**src/rtl/pattern_1101_tx_pkg.sv**
```systemverilog
// -----------------------------------------------------------------------------
// pattern_1101_tx_pkg
// Shared definitions for the serial pattern transmitter and the bit-pattern
// detector FSMs it drives:
//   - state_t        : transmitter state encodings
//   - DEFAULT_PATTERN: the word sent when use_data=0
//   - `BIT_ONE / `BIT_ZERO / `BIT_NONE : serial line symbol constants
// Optional feature macro used by the transmitter: PATTERN_TX_PREAMBLE_EN.
// -----------------------------------------------------------------------------
`ifndef PATTERN_DEFS_BITS
`define PATTERN_DEFS_BITS
`define BIT_ONE  1'b1
`define BIT_ZERO 1'b0
`define BIT_NONE 1'bx
`endif

package pattern_1101_tx_pkg;

    // Gray-like encodings shared with the detector benches.
    typedef enum logic [2:0] {
        ST_IDLE = 3'b000,
        ST_PRE  = 3'b001,
        ST_SEND = 3'b011,
        ST_GAP  = 3'b010,
        ST_DONE = 3'b110
    } state_t;

    localparam logic [3:0] DEFAULT_PATTERN = 4'b1101;

endpackage

```
**src/rtl/pattern_1101_tx_shreg.sv**
```systemverilog
// -----------------------------------------------------------------------------
// pattern_shreg
// WIDTH-bit parallel-load, MSB-first shift register. Load has priority over
// shift; zeros are shifted in at the LSB end.
// Ports:
//   clk      in   clock
//   reset    in   asynchronous active-low clear
//   i_load   in   load i_data
//   i_shift  in   shift left by one
//   i_data   in   WIDTH-bit parallel load value
//   o_msb    out  current MSB (the bit on the line)
// -----------------------------------------------------------------------------
module pattern_shreg #(
    parameter int WIDTH = 4
) (
    input  logic             clk,
    input  logic             reset,
    input  logic             i_load,
    input  logic             i_shift,
    input  logic [WIDTH-1:0] i_data,
    output logic             o_msb
);

    logic [WIDTH-1:0] r_data;

    // NOTE: sequential state is always written with <= so every register
    // samples the pre-edge values regardless of statement order.
    always_ff @(posedge clk or negedge reset) begin
        if (!reset) begin
            r_data <= '0;
        end else if (i_load) begin
            r_data <= i_data;
        end else if (i_shift) begin
            r_data <= r_data << 1;
        end
    end

    assign o_msb = r_data[WIDTH-1];

endmodule

```
**src/rtl/pattern_1101_tx.sv**
```systemverilog
// -----------------------------------------------------------------------------
// pattern_1101_tx
// Serial pattern transmitter. On an accepted start it sends a WIDTH-bit word
// MSB-first on y, repeated max(reps,1) times with GAP_BITS zeros between
// copies, then pulses done for one cycle. The word is PATTERN (use_data=0)
// or data_in (use_data=1); word, reps and use_data are latched at acceptance.
// Optional feature: define PATTERN_TX_PREAMBLE_EN to prepend PRE_BITS zero
// cycles (busy, not valid) before the first copy.
// Ports:
//   clk       in   clock
//   reset     in   asynchronous active-low reset, forces IDLE
//   start     in   transfer request, sampled only in IDLE
//   use_data  in   1: send data_in, 0: send PATTERN
//   data_in   in   WIDTH-bit word
//   reps      in   copy count (0 treated as 1)
//   y         out  serial bit, 0 unless a word bit is being sent
//   valid     out  y carries a word bit
//   busy      out  transfer in progress (excluding the done cycle)
//   done      out  one-cycle end-of-transfer pulse
// -----------------------------------------------------------------------------
module pattern_1101_tx
    import pattern_1101_tx_pkg::*;
#(
    parameter int               WIDTH    = 4,
    parameter logic [WIDTH-1:0] PATTERN  = DEFAULT_PATTERN,
    parameter int               GAP_BITS = 2,
    parameter int               REPS_W   = 4
`ifdef PATTERN_TX_PREAMBLE_EN
    ,
    parameter int               PRE_BITS = 3
`endif
) (
    input  logic              clk,
    input  logic              reset,
    input  logic              start,
    input  logic              use_data,
    input  logic [WIDTH-1:0]  data_in,
    input  logic [REPS_W-1:0] reps,
    output logic              y,
    output logic              valid,
    output logic              busy,
    output logic              done
);

    localparam int BIT_W = $clog2(WIDTH + 1);
    localparam int GAP_W = $clog2(GAP_BITS + 1);
    localparam logic [BIT_W-1:0] BIT_LAST = BIT_W'(WIDTH - 1);
    localparam logic [GAP_W-1:0] GAP_LAST = GAP_W'(GAP_BITS - 1);

    state_t             r_state;
    state_t             w_next;
    logic [BIT_W-1:0]   r_bitcnt;
    logic [GAP_W-1:0]   r_gapcnt;
    logic [REPS_W-1:0]  r_repcnt;   // copies still to send, including the current one
    logic [WIDTH-1:0]   r_word;     // latched word, reloaded for every copy

    logic               w_accept;
    logic               w_bit_last;
    logic               w_gap_last;
    logic               w_last_copy;
    logic [WIDTH-1:0]   w_sel_word;
    logic               w_load;
    logic [WIDTH-1:0]   w_load_data;
    logic               w_msb;

    assign w_accept    = (r_state == ST_IDLE) && start;
    assign w_bit_last  = (r_bitcnt == BIT_LAST);
    assign w_gap_last  = (r_gapcnt == GAP_LAST);
    assign w_last_copy = (r_repcnt == REPS_W'(1));
    assign w_sel_word  = use_data ? data_in : PATTERN;

`ifdef PATTERN_TX_PREAMBLE_EN
    localparam int PRE_W = $clog2(PRE_BITS + 1);
    localparam logic [PRE_W-1:0] PRE_LAST = PRE_W'(PRE_BITS - 1);

    logic [PRE_W-1:0] r_precnt;
    logic             w_pre_last;

    assign w_pre_last = (r_precnt == PRE_LAST);

    always_ff @(posedge clk or negedge reset) begin
        if (!reset) begin
            r_precnt <= '0;
        end else if (r_state == ST_PRE) begin
            r_precnt <= w_pre_last ? '0 : r_precnt + PRE_W'(1);
        end
    end
`endif

    // The shift register is loaded straight from the inputs on acceptance
    // and from the latched word at the end of each gap.
    assign w_load      = w_accept || ((r_state == ST_GAP) && w_gap_last);
    assign w_load_data = (r_state == ST_IDLE) ? w_sel_word : r_word;

    pattern_shreg #(.WIDTH(WIDTH)) u_shreg (
        .clk     (clk),
        .reset   (reset),
        .i_load  (w_load),
        .i_shift (r_state == ST_SEND),
        .i_data  (w_load_data),
        .o_msb   (w_msb)
    );

    always_ff @(posedge clk or negedge reset) begin
        if (!reset) begin
            r_state <= ST_IDLE;
        end else begin
            r_state <= w_next;
        end
    end

    always_ff @(posedge clk or negedge reset) begin
        if (!reset) begin
            r_bitcnt <= '0;
            r_gapcnt <= '0;
            r_repcnt <= '0;
            r_word   <= '0;
        end else begin
            if (w_accept) begin
                r_word   <= w_sel_word;
                r_repcnt <= (reps == '0) ? REPS_W'(1) : reps;
                r_bitcnt <= '0;
                r_gapcnt <= '0;
            end
            if (r_state == ST_SEND) begin
                r_bitcnt <= w_bit_last ? '0 : r_bitcnt + BIT_W'(1);
                if (w_bit_last) begin
                    r_repcnt <= r_repcnt - REPS_W'(1);
                end
            end
            if (r_state == ST_GAP) begin
                r_gapcnt <= w_gap_last ? '0 : r_gapcnt + GAP_W'(1);
            end
        end
    end

    // NOTE: every combinational output gets a default before the case so no
    // path leaves it unassigned and no latch is inferred.
    always_comb begin
        w_next = r_state;
        case (r_state)
            ST_IDLE: begin
                if (start) begin
`ifdef PATTERN_TX_PREAMBLE_EN
                    w_next = ST_PRE;
`else
                    w_next = ST_SEND;
`endif
                end
            end
`ifdef PATTERN_TX_PREAMBLE_EN
            ST_PRE: begin
                if (w_pre_last) w_next = ST_SEND;
            end
`endif
            ST_SEND: begin
                if (w_bit_last) w_next = w_last_copy ? ST_DONE : ST_GAP;
            end
            ST_GAP: begin
                if (w_gap_last) w_next = ST_SEND;
            end
            ST_DONE: w_next = ST_IDLE;
            default: w_next = ST_IDLE;
        endcase
    end

    // Moore outputs decoded from the registered state only.
    always_comb begin
        y     = `BIT_ZERO;
        valid = 1'b0;
        busy  = 1'b0;
        done  = 1'b0;
        case (r_state)
            ST_IDLE: ;
`ifdef PATTERN_TX_PREAMBLE_EN
            ST_PRE: busy = 1'b1;
`endif
            ST_SEND: begin
                y     = w_msb;
                valid = 1'b1;
                busy  = 1'b1;
            end
            ST_GAP:  busy = 1'b1;
            ST_DONE: done = 1'b1;
            default: begin
                y     = `BIT_NONE;
                valid = 1'bx;
                busy  = 1'bx;
                done  = 1'bx;
            end
        endcase
    end

endmodule

```
**config.mk**
```make
export PLATFORM = sky130hd
export DESIGN_NAME = pattern_1101_tx
export DESIGN_NICKNAME = d
export VERILOG_FILES = /design/src/rtl/pattern_1101_tx_pkg.sv /design/src/rtl/pattern_1101_tx_shreg.sv /design/src/rtl/pattern_1101_tx.sv
export SDC_FILE = /design/constraint.sdc
export NUM_CORES = 1
export LEC_CHECK = 0
export ABC_CLOCK_PERIOD_IN_PS = 1500
export BUFFER_PORTS_ARGS = -buffer_cell sky130_fd_sc_hd__buf_2
export CORE_MARGIN = 2
export CORE_UTILIZATION = 35
export DETAILED_ROUTE_END_ITERATION = 8
export SLEW_MARGIN = 20
export SYNTH_ARGS = -nofsm -noshare
export SYNTH_HDL_FRONTEND = slang
export SYNTH_SLANG_ARGS = --single-unit
```
**constraint.sdc**
```tcl
create_clock -name clk -period 1.5 [get_ports clk]
set_clock_uncertainty 0.1 [all_clocks]
set_input_delay 0 -clock clk [delete_from_list [all_inputs] [get_ports clk]]
set_output_delay 0 -clock clk [all_outputs]
set_load 0.02 [all_outputs]
```
# After elaboration in Yosys (flattened, before gate mapping)
# Cells that the tools add are included.
# totals
register_bits,20
inputBits,12
wordCells,54
# classes
n_addsub,3
n_eq_ne,9
n_mux,23
reduce_logical,13
# ops
op,count
4-bit two-way mux,8
3-bit two-way mux,7
"3-bit by 2-bit == test with 1-bit output, second input constant",3
3-bit one-hot mux with 3 select lines,1
1-bit one-hot mux with 2 select lines,4
2-bit two-way mux,3
"2-bit inequality test, second input constant",3
2-bit nonzero test,3
3-bit OR reduction,2
"4-bit by 1-bit == test with 1-bit output, second input constant",1
4-bit logical NOT,1
2-bit OR reduction,2
"4-bit by 1-bit subtractor with 4-bit output, second input constant",1
"3-bit by 1-bit adder with 3-bit output, second input constant",1
"3-bit == test, second input constant",1
3-bit logical NOT,1
3-bit AND reduction,1
"2-bit by 1-bit adder with 2-bit output, second input constant",1
"2-bit by 1-bit == test with 1-bit output, second input constant",1
1-bit logical AND,2
1-bit logical OR,1

# Depth between registers and ports, before layout
# Gate-level depths: netlist of the first run.
# logic_depth
ltp_word,5
ltp_mapped,6

# Cells and area by module
# A second synthesis of the first run with hierarchy kept.
# hier_totals
hier_cells,115
area_unflattened_um2,1096.1
# by_module_without_submodules
mod,instances,cells_each,area_per_inst_um2,seq_area_each_um2
pattern_1101_tx,1,100,927.1,400.4
pattern_shreg,1,15,168.9,100.1

# Least setup slack after synthesis of the first run
# No wires, ideal clock.
# synth_timing
path_type,reg2reg
from,register r_state[1]
to,register r_word[0]
setup_ps,125
arrival_ps,1281
t_required_ps,1275
path_slack_ps,-6
path_stages_with_launch,4
n_path_buf,1
synth_period_minus_slack_ps,1506
cell_sequence,dfrtp_1 buf_6 nor4b_4 mux2_2
# synth_via
elab_chain_len,2
# synth_lines
element,line_no,rtl
start: declaration,pattern_1101_tx.sv:50,state_t r_state;
start signal: assignment,pattern_1101_tx.sv:108,r_state <= w_next;
3-bit logical NOT,pattern_1101_tx.sv:66,assign w_accept = (r_state == ST_IDLE) && start;
1-bit logical AND,pattern_1101_tx.sv:66,
end signal: assignment,pattern_1101_tx.sv:120,r_word <= w_sel_word;
end: declaration,pattern_1101_tx.sv:55,logic [WIDTH-1:0] r_word;
# Every way passes these cells.
# A chain may end at the register's enable or synchronous reset.

# Worst setup path in the final report of the first run
# layout_timing
from,register r_state[2]
to,output busy
# layout_via
elab_chain_len,3
# layout_lines
element,line_no,rtl
3-bit == test (tied with other cells),pattern_1101_tx.sv:173,case (r_state)
2-bit OR reduction (no line),n/a,
1-bit one-hot mux with 2 select lines *,pattern_1101_tx.sv:173,
end: declaration,pattern_1101_tx.sv:41,"output logic busy,"
# Mark *: on every way between the ends. The rest lies on a longest branch, timed or not.

==> impl_summary.md, run 1 <==
Run status
The run finished, with violations left. The checks that failed: setup timing.

Yosys
Counting every instance in the synthesized netlist gives approximately 110. Yosys attributes the largest share of cell area to dfrtp_1, nand2_1, a21oi_1, ha_1, mux2i_1. The most instantiated flip-flop cell in the synthesis netlist is dfrtp_1. Of all cell types, the one taking the most synthesized area is dfrtp_1. The number of warnings reported in the yosys synthesis log is 0. The synthesized net count is 128. In the synthesized netlist, the cells that appear most often are dfrtp_1, nand2_1, a21oi_1. The share of flip-flops with an asynchronous set or reset is 100%. The count of unique library cells instantiated by Yosys is 36. The most numerous cell in the Yosys netlist is dfrtp_1.

A synthesized cell averages about 9.7 um2. The number of flip-flops and latches in the synthesized netlist is 20. After synthesis the cells add up to between 1000 and 1500 um2. The share of the synthesized area in the top cell type is ~46%.

The share of synthesized area occupied by flip-flops and latches is a little under half. The number of enable-type register cells in the synthesized netlist is 0.

CTS
The clock latency of the later-clocked register in the worst-skew pair is ~300 ps. Clock tree synthesis selected as its root buffer the cell clkbuf_4. The clock passes through at most 2 buffers.

In this run the number of H-tree levels came out at 1. The count of clock tree sinks is 20. Clock tree synthesis inserted a total of 3 buffers. The clock input transition at the sequential cells of the worst setup and hold paths is between 100 and 150 ps. TritonCTS built the clock tree.

Layout
The net count reported at finish is between 150 and 200. Relative to the synthesized area, the layout overhead comes to 44.4%. Cells with a size suffix above 1 make up 36.9% of the layout. The number of antenna diodes in the final layout is 0.

Power and ir drop
Dividing total power by cell area gives a power density of around 1600 nW/um2. After layout, the design draws a total of 2.57 mW. The leakage power of the design is ~0.74 nW. The maximum vdd drop is 0.701 mV.

STA
Setup repair after global routing could not meet its margin everywhere. The final critical path takes up 108% of the cycle. For the pin with the worst max-slew slack, the measured transition is between 400 and 500 ps.

The count of pins over their slew limit is 0. The worst max-slew margin expressed relative to the limit is between 60% and 70%. The number of endpoints with negative hold slack in the final report is 0.

Setup slack on the critical path of the routed design comes to -113 ps. The final-report setup violation count is 10. The clock period minus worst slack is between 1500 and 2000 ps. Timing would allow up to around 0.62 GHz.

Floorplan
In this run the count of I/O pins placed on the die edge is 16. The die is 59.9 um wide. The die is around 60 um tall. The total core area is 3000 um2. The row count is 20.

The initial utilization of the core area, before any placement, comes to a little over a third. The die covers 3590 um2.

Global route
The largest net degree at the start of global routing is 21. Global routing consumed, on the met3 layer, around 4% of the routing resources. The leftover overflow at the end of global routing is 0. The first-pass GRT wire length is approximately 4200 um.

The initial antenna violation count is 0. The via count of the first global-routing pass came to around 1000. The met2 track utilization from global routing is a little under a third. The global routing usage on met1 is approximately 17%. The global routing stage identified its most utilized layer as met2.

The combined global-route utilization of all metal layers is 15.7%.

Detailed routing
The remaining antenna violation count is 0. Wires add up to 2620 um. For this block, the initial DRC count from the detailed router was 16. The total via count in the routed design is 968.

The detail-routed net length per standard cell is 13.8 um. The per-cell via count in the routed design is 5.09. The detailed-routing iteration count for the pre-antenna-repair pass is 4. The number of DRC violations after detailed routing is 0.

Place
The placer congestion estimate is about 0.86. Detailed placement ended at an HPWL of around 1800 um. In this run the tool buffered the top-level ports with 15 buffer cells. At the placement stage, the worst setup path has a slack of -51.3 ps.

Critical path
The data required time at the worst endpoint is between 1000 and 1500 ps. The endpoint class of the critical path is an output port. The endpoint identified for the worst register-to-register timing path is u_shreg.r_data[1]. The setup check on the worst reg-to-reg path leaves a slack of -60 ps. The worst flop-to-flop path startpoint is r_state[2]. The type of element launching the critical path is a register.

The number of cells on the worst reg-to-reg path is 4. The arrival time of the worst setup path is roughly 1500 ps. The largest fanout of any net on the critical path is 3. The kind of critical path is register to output port.

Job
The tool flagged a number of max-cap violations equal to 0.

Worst hold path
The min-delay analysis places its worst path in the category input pin to async pin.
## flip-flops by register name, indices dropped and copies added, names as in the netlist
| name | flops |
|---|---|
| r_bitcnt | 3 |
| r_gapcnt | 2 |
| r_repcnt | 4 |
| r_state | 3 |
| r_word | 4 |
| u_shreg.r_data | 4 |
## logic make-up after synthesis
kind of cell / share of synthesized area, %
compound gates: 15.2
fa+ha+maj: 3.43
buf+inv: 5.95
flops: 45.8
mux: 3.78
simple gates: 25.9
## layout make-up
class                           count  area [um2]
Timing Repair Buffer               43         362
Tap cell                           33        41.3
Fill cell                         276        1420
Multi-Input combinational cell     82         607
Sequential cell                    20         503
Clock buffer                        4        36.3
Inverter                            8        30.0
## power breakdown
part	internal [mW]	switching, mW
sequential	0.749	0.188
combinational	0.706	0.614
clock	0.148	0.164
total	1.60	0.966
## how the worst max path moves through the flow
stage	start	endpoint	slack [ps]	depth (start not counted)
4_1_cts	r_state[2]	busy	-100	4
3_3_place_gp	r_state[1]	r_word[3]	0.7	4
3_5_place_dp	r_state[1]	r_word[3]	-50	4
5_1_grt	r_state[2]	busy	-170	4
6_report	r_state[2]	busy	-110	4
2_1_floorplan	r_state[0]	r_word[0]	8	3
## critical path, stage by stage, from the launching register on
cell	delay, ps
dfrtp_1	410
buf_6	120
and2b_2	210
or3_4	330
buf_6	140
## routing by layer
metal | wire, um | part of all wire, %
met5 | 0 | 0
met4 | 12 | 0.46
met3 | 75 | 2.9
met2 | 1420 | 54
met1 | 1120 | 43
## timing repair
| action | CTS | global route |
|---|---|---|
| gates cloned | 0 | 1 |
| endpoints found under the hold margin | 29 | 0 |
| gates resized for setup | 13 | 17 |
| endpoints found under the setup margin | 11 | 17 |
| hold buffers | 11 | 0 |
| buffers inserted | 3 | 1 |
| pin swaps | 1 | 4 |
## placed cells by master, fill, tap and decap left out, types with 2 or more instances in the layout
master	Yosys	final
o21ai_1	0	2
nor2_1	7	6
nor2b_1	3	2
o21ai_0	5	3
dfrtp_2	0	2
buf_6	2	7
dlygate4sd3_1	0	11
nor3b_1	2	2
buf_4	1	13
o22ai_1	3	2
o211ai_1	2	2
dfrtp_1	20	18
nor3_1	4	3
nand3b_4	1	2
nand2b_1	4	4
mux2i_1	3	3
nand2_1	15	14
a21oi_1	9	9
clkbuf_4	0	3
ha_1	3	3
inv_1	8	7
buf_2	1	11
## stage by stage
stage	instance area (um2)	util (%)	hold WS, ps	setup TNS (ps)	std cells
after floorplan	1100	-	-396	0	113
after global placement	1290	42.9	-119	0	170
after detailed placement	1290	42.9	-115	-152	170
after CTS	1490	49.7	74.6	-303	188
after global routing	1580	52.6	106	-1080	190
final	1580	52.6	68.0	-394	190
Note: power is estimated with default switching activity, not from simulation.
==> run 2: changes to the inputs <==
Settings changed: ABC_CLOCK_PERIOD_IN_PS 1500 to 1400, CORE_UTILIZATION 35 to 39, REMOVE_ABC_BUFFERS set to 1.
Clock period 1.5 ns to 1.4 ns, I/O delays scaled along.
==> run 2 against run 1 <==
Compared with the run above:
- the run still ends with setup timing left
- hold slack worse by 5.2 ps
- clock power is 11% lower
- design area is 11% higher
- critical path depth stayed put
- combinational power is 29% higher
- non-clock buffer count is 10 higher
- routed wire length is 3.2% higher
- sequential power is 7% higher
- critical path type unchanged
- sequential cell count stayed put
- critical endpoint unchanged
- worst setup slack worse by 140 ps
- utilization is 12 points higher
- clock-buffer cell count is 1 lower
==> impl_summary.md, run 2 (synthesis gave the netlist of run 1 again) <==
Run status
The flow ran to the end, but the final reports show violations. The checks that failed: setup timing.

Critical path
The worst setup path is captured at an output port. The worst flop-to-flop path startpoint is r_state[1]. The critical path in this run is classified as register to output port. Following the worst setup path forward leads to its endpoint at busy. The type of element launching the critical path is a register. The data required time at the worst endpoint is 1300 ps (-100 ps).

The number of cells on the worst reg-to-reg path came to 6 (+2). The register-to-register setup slack is -200 ps (-140 ps). The critical path starts at r_state[1].

The worst register-to-register path ends at u_shreg.r_data[1]. The arrival time of the worst setup path is 1560 ps (+50 ps). The largest fanout of any net on the critical path is 3 (unchanged).

CTS
The maximum level of the CTS H-tree is 1 (unchanged). The total CTS buffers is 3 (unchanged). The count of clock tree sinks is 20 (unchanged). The deepest clock path buffer count is 2 (unchanged). The clock input transition at the sequential cells of the worst setup and hold paths was 110 ps (about the same). The clock latency of the later-clocked register in the worst-skew pair came to 300 ps (about the same).

The root buffer cell chosen for the clock tree is clkbuf_4. TritonCTS built the clock tree.

Detailed routing
The number of DRC violations after detailed routing is 0 (unchanged). The total length of routed met2 wires was 1290 um (-8.6%). The detailed-routing iteration count for the pre-antenna-repair pass is 4 (unchanged).

The routed metal-1 wire length was 1280 um (+15%). The total via count in the routed design is 1007 (+4.0%). The total length of routed wires is 2700 um (+3.2%).

The routed wire length on met3 is 103 um (+37%). The remaining antenna violation count is 0 (unchanged). The violation count after the first detailed-routing iteration is 28 (+12). The uppermost signal routing layer after detailed routing is met4. The detail-routed net length per standard cell came to 13.7 um (-0.50%).

The per-cell via count in the routed design is 5.11 (+0.33%).

Place
The number of I/O port buffers is 15 (unchanged). The half-perimeter wire length after placement is 1690 um (-3.8%). The placer congestion estimate is 0.785 (-9.1%).

The cell count after placement is 170 (unchanged). The pre-CTS worst setup slack is -121 ps (-69.6 ps).

Global route
The initial antenna violation count is 0 (unchanged). The leftover overflow at the end of global routing was 0 (unchanged). The via count of the first global-routing pass is 910 (-10%).

The largest net degree at the start of global routing is 21 (unchanged). The combined global-route utilization of all metal layers is 16.9% (+1.2 points). The first-pass GRT wire length is 4220 um (-0.49%).

STA
The clock period minus worst slack is 1660 ps. The count of pins over their slew limit is 0 (unchanged). Timing would allow up to just over 0.6 GHz.

The final setup slack of the worst path was -257 ps (-144 ps). The final-report setup violation count is 23 (+13). The post-route worst hold slack is 62.8 ps (-5.22 ps). Setup repair after global routing could not meet its margin everywhere. The worst max-slew margin expressed relative to the limit is 69.1% (-0.69 points). The final critical-path share of the clock period is 118%. The number of endpoints with negative hold slack in the final report was 0 (unchanged). The pin slew with the least headroom to its limit is 464 ps (+10.4 ps).

Power and ir drop
The maximum vdd drop was 1.55 mV (+120%). The overall power after layout is 2.98 mW (+16%). The leakage power of the design is 0.822 nW (+11%). The total power per unit cell area was 1700 nW/um2 (+4.6%).

Layout
Relative to the synthesized area, the layout overhead comes to 60.4%. The utilization after layout is 64.7% (+12 points). The final-layout fill cell count came to 221 (-20%). In the layout the commonest cells are buf_6, dfrtp_1, nand2_1, buf_4. The number of antenna cells inserted is 0 (unchanged). The fraction of final layout cells sized beyond drive strength 1 came to 48.8% (+12 points). In the final layout, the registers with the most flip-flops are r_repcnt: 4 flops, r_word: 4 flops, u_shreg.r_data: 4 flops.

The net count reported at finish is 183 (+5.8%). The final cell count without fillers was 197 (+3.7%).

Floorplan
The count of pins on the block boundary came to 16 (unchanged). The row count is 19 (-5.0%). The total die area is 3240 um2 (-9.6%). The overall die height is 57.0 um (-4.9%). The die outline width is 57.0 um (-4.9%).

The total core area is 2710 um2 (-9.7%). The starting density of the core is 40.4% (+3.9 points).

Job
The max-cap check violation count came to 0 (unchanged).

Worst hold path
The worst hold path class is input pin to async pin.
## run 2: metrics by stage
| stage | setup TNS, ps | cell area (um2) |
|---|---|---|
| 2_1_floorplan | -1200 | 1060 |
| 3_3_place_gp | -881 | 1280 |
| 3_5_place_dp | -1130 | 1280 |
| 4_1_cts | -2950 | 1590 |
| 5_1_grt | -4090 | 1750 |
| 6_report | -2620 | 1750 |
## run 2: what timing repair did
| item | 4_1_cts | 5_1_grt |
|---|---|---|
| gates resized for setup | 26 | 36 |
| hold buffers | 11 | 0 |
| buffers inserted | 9 | 3 |
| cloned | 1 | 0 |
| endpoints found under the setup margin | 23 | 23 |
| hold endpoints to repair | 29 | 0 |
| pin swaps | 7 | 13 |
## run 2: layer usage
metal / global-route usage [%] / up-vias
met5: 0 / -
met4: 4.98 / 0
met3: 4.76 / 4
met2: 26.1 / 23
met1: 23.4 / 477
li1: - / 503
## run 2: worst min-delay path by stage
stage,start,cells after the start,slack (ps),endpoint
CTS,reset,2,70,r_state[2]
detailed placement,reset,1,-120,r_gapcnt[0]
finish,reset,2,60,r_gapcnt[0]
global placement,reset,1,-120,r_gapcnt[0]
global route,reset,2,90,r_state[2]
floorplan,reset,0,-400,r_bitcnt[0]
## run 2: area by class of cell
| class | instances | area [um2] | share of cell area [%] |
|---|---|---|---|
| multi-input combinational | 82 | 679 | 38.7 |
| timing repair buffer | 53 | 478 | 27.2 |
| inverter | 8 | 32.5 | 1.85 |
| clock buffer | 3 | 22.5 | 1.28 |
| tap | 31 | 38.8 | 2.21 |
| sequential | 20 | 503 | 28.7 |
## run 2: power breakdown
part           leakage [nW]  switching (mW)  internal (mW)
logic                 0.569           0.774          0.930
clock network        0.0138           0.177          0.101
registers             0.239           0.201          0.803
## run 2: worst max-delay path, stage by stage (launching register included)
cell     delay, ps
dfrtp_2        440
buf_6          120
and2b_2        190
or3_4          360
buf_6          140
==> run 3: changes to the inputs <==
Settings changed: SKIP_CTS_REPAIR_TIMING set to 1.
==> run 3 against run 2 <==
Compared with the run above:
- the flow still finishes with violations (setup timing)
- sequential share of layout area grew 3.0 points
- worst setup slack gained 10 ps
- final cell count shrank 2.0%
- sequential power is essentially flat
- critical endpoint unchanged
- highest routed layer unchanged
==> impl_summary.md, run 3 (synthesis gave the netlist of run 1 again) <==
Run status
The flow ran to the end, but the final reports show violations. The final reports fail on setup timing.

Global route
The largest net degree at the start of global routing is 21 (unchanged). The leftover overflow at the end of global routing is 0 (unchanged). The combined global-route utilization of all metal layers is 15.0% (-2.0 points). The via count of the first global-routing pass is 792 (-13%). The first-pass GRT wire length is 3730 um (-12%). The initial antenna violation count is 0 (unchanged).

Critical path
The endpoint class of the critical path is an output port. The largest fanout of any net on the critical path is 3 (unchanged). The kind of critical path is register to output port. The arrival time of the worst setup path is 1550 ps (about the same). The worst setup path is launched from a register. The data required time at the worst endpoint came to 1300 ps (about the same).

Detailed routing
The total via count in the routed design came to 990 (-1.7%). The number of DRC violations after detailed routing is 0 (unchanged). The detail-routed net length per standard cell is 13.0 um (-5.4%).

The violation count after the first detailed-routing iteration is 16 (-43%). The per-cell via count in the routed design is 5.13 (+0.35%). The total length of routed wires is 2500 um (-7.4%). The detailed-routing iteration count for the pre-antenna-repair pass was 4 (unchanged). The remaining antenna violation count is 0 (unchanged).

STA
The number of endpoints with negative hold slack in the final report is 0 (unchanged). The pin slew with the least headroom to its limit is 457 ps (-6.42 ps). The final setup slack of the worst path was -247 ps (+10.0 ps).

The final-report setup violation count is 23 (unchanged). The post-route worst hold slack came to 65.3 ps (+2.50 ps). The count of pins over their slew limit is 0 (unchanged). The worst max-slew margin expressed relative to the limit is 69.5% (+0.43 points). The clock period minus worst slack is 1650 ps (-10.0 ps).

The final critical-path share of the clock period is 118% (-0.72 points). The sum of negative setup slack was -2820 ps (-200 ps). Setup repair after global routing could not meet its margin everywhere. The maximum clock frequency is 0.607 GHz (+0.61%).

Place
The number of I/O port buffers is 15 (unchanged). The placer congestion estimate was 0.785 (unchanged). The cell count after placement is 170 (unchanged). The standard cell area after detailed placement is 1280 um2 (unchanged). The half-perimeter wire length after placement came to 1690 um (unchanged).

Layout
The layout overhead on the synthesized area is 45.4%. The top cell types in the final layout, fill and taps aside, are buf_4, dfrtp_1, nand2_1. The final cell count without fillers is 193 (-2.0%). In the final layout, the registers with the most flip-flops are r_repcnt: 4 flops, r_word: 4 flops, u_shreg.r_data: 4 flops. The fraction of final layout cells sized beyond drive strength 1 is 39.5% (-9.3 points). The library cell used most frequently in the layout, excluding fill and tap cells, is buf_4. The final design instance area without fill is 1590 um2 (-9.3%). The number of antenna cells inserted came to 0 (unchanged). The net count reported at finish is 179 (-2.2%).

Job
The max-cap check violation count was 0 (unchanged).

Power and ir drop
The leakage power of the design is 0.757 nW (-7.9%). The overall power after layout was 2.66 mW (-11%). The maximum vdd drop is 1.47 mV (-4.8%). The total power per unit cell area is 1670 nW/um2 (-1.7%).

CTS
The clock input transition at the sequential cells of the worst setup and hold paths is 110 ps (about the same). The deepest clock path buffer count is 2 (unchanged). The total CTS buffers is 3 (unchanged). TritonCTS built the clock tree.

CTS placed an instance of clkbuf_4 at the clock tree root. The maximum level of the CTS H-tree is 1 (unchanged). The clock latency of the later-clocked register in the worst-skew pair was 300 ps (about the same). The count of clock tree sinks is 20 (unchanged).

Floorplan
The total core area is 2710 um2 (unchanged). The total die area is 3240 um2 (unchanged). The overall die height is 57.0 um (unchanged).

The row count is 19 (unchanged). The die outline width is 57.0 um (unchanged). The count of pins on the block boundary is 16 (unchanged). The starting density of the core is 40.4% (unchanged).

Worst hold path
In this run the worst hold path is classified as input pin to async pin.
==> run 3: layer usage <==
| layer | vias up | routed length (um) | GRT usage (%) |
|---|---|---|---|
| met2 | 23 | 1200 | 22.8 |
| met5 | - | 0 | 0 |
| li1 | 496 | - | - |
| met4 | 0 | 9 | 4.98 |
| met3 | 2 | 95 | 4.76 |
| met1 | 469 | 1200 | 20.3 |
==> run 3: final cells by class <==
cell class / count / area (um2)
Clock buffer: 3 / 22.5
Fill cell: 241 / 1120
Inverter: 8 / 30.0
Multi-Input combinational cell: 82 / 599
Sequential cell: 20 / 504
Tap cell: 31 / 38.8
Timing Repair Buffer: 49 / 395
==> run 3: path summary, 6_finish.rpt <==
path	start	to	slack, ps	cells after the start
max	r_state[1]	busy	-250	4
min	reset	r_gapcnt[0]	70	2
max reg2reg	r_state[1]	u_shreg.r_data[1]	-220	6
min in group clk	reps[0]	r_repcnt[0]	380	4
min reg2reg	r_bitcnt[0]	r_bitcnt[0]	400	1
max in group asynchronous	reset	r_state[1]	790	2
==> run 3: critical path, cell delays in order, from the launching register on <==
cell and delay, ps:
dfrtp_2 440, buf_6 120, and2b_2 190, or3_4 360
buf_6 140
==> run 3: through the flow <==
step	worst slack (ps)	util, %
floorplan	-184	-
global placement	-122	47.4
detailed placement	-121	47.4
CTS	-426	48.2
global route	-303	58.7
finish	-247	58.7
==> run 3: report_power, final <==
part / total (mW) / internal (mW) / switching (mW)
clock network: 0.272 / 0.100 / 0.171
logic: 1.38 / 0.723 / 0.656
registers: 1.01 / 0.802 / 0.208
total: 2.66 / 1.63 / 1.03
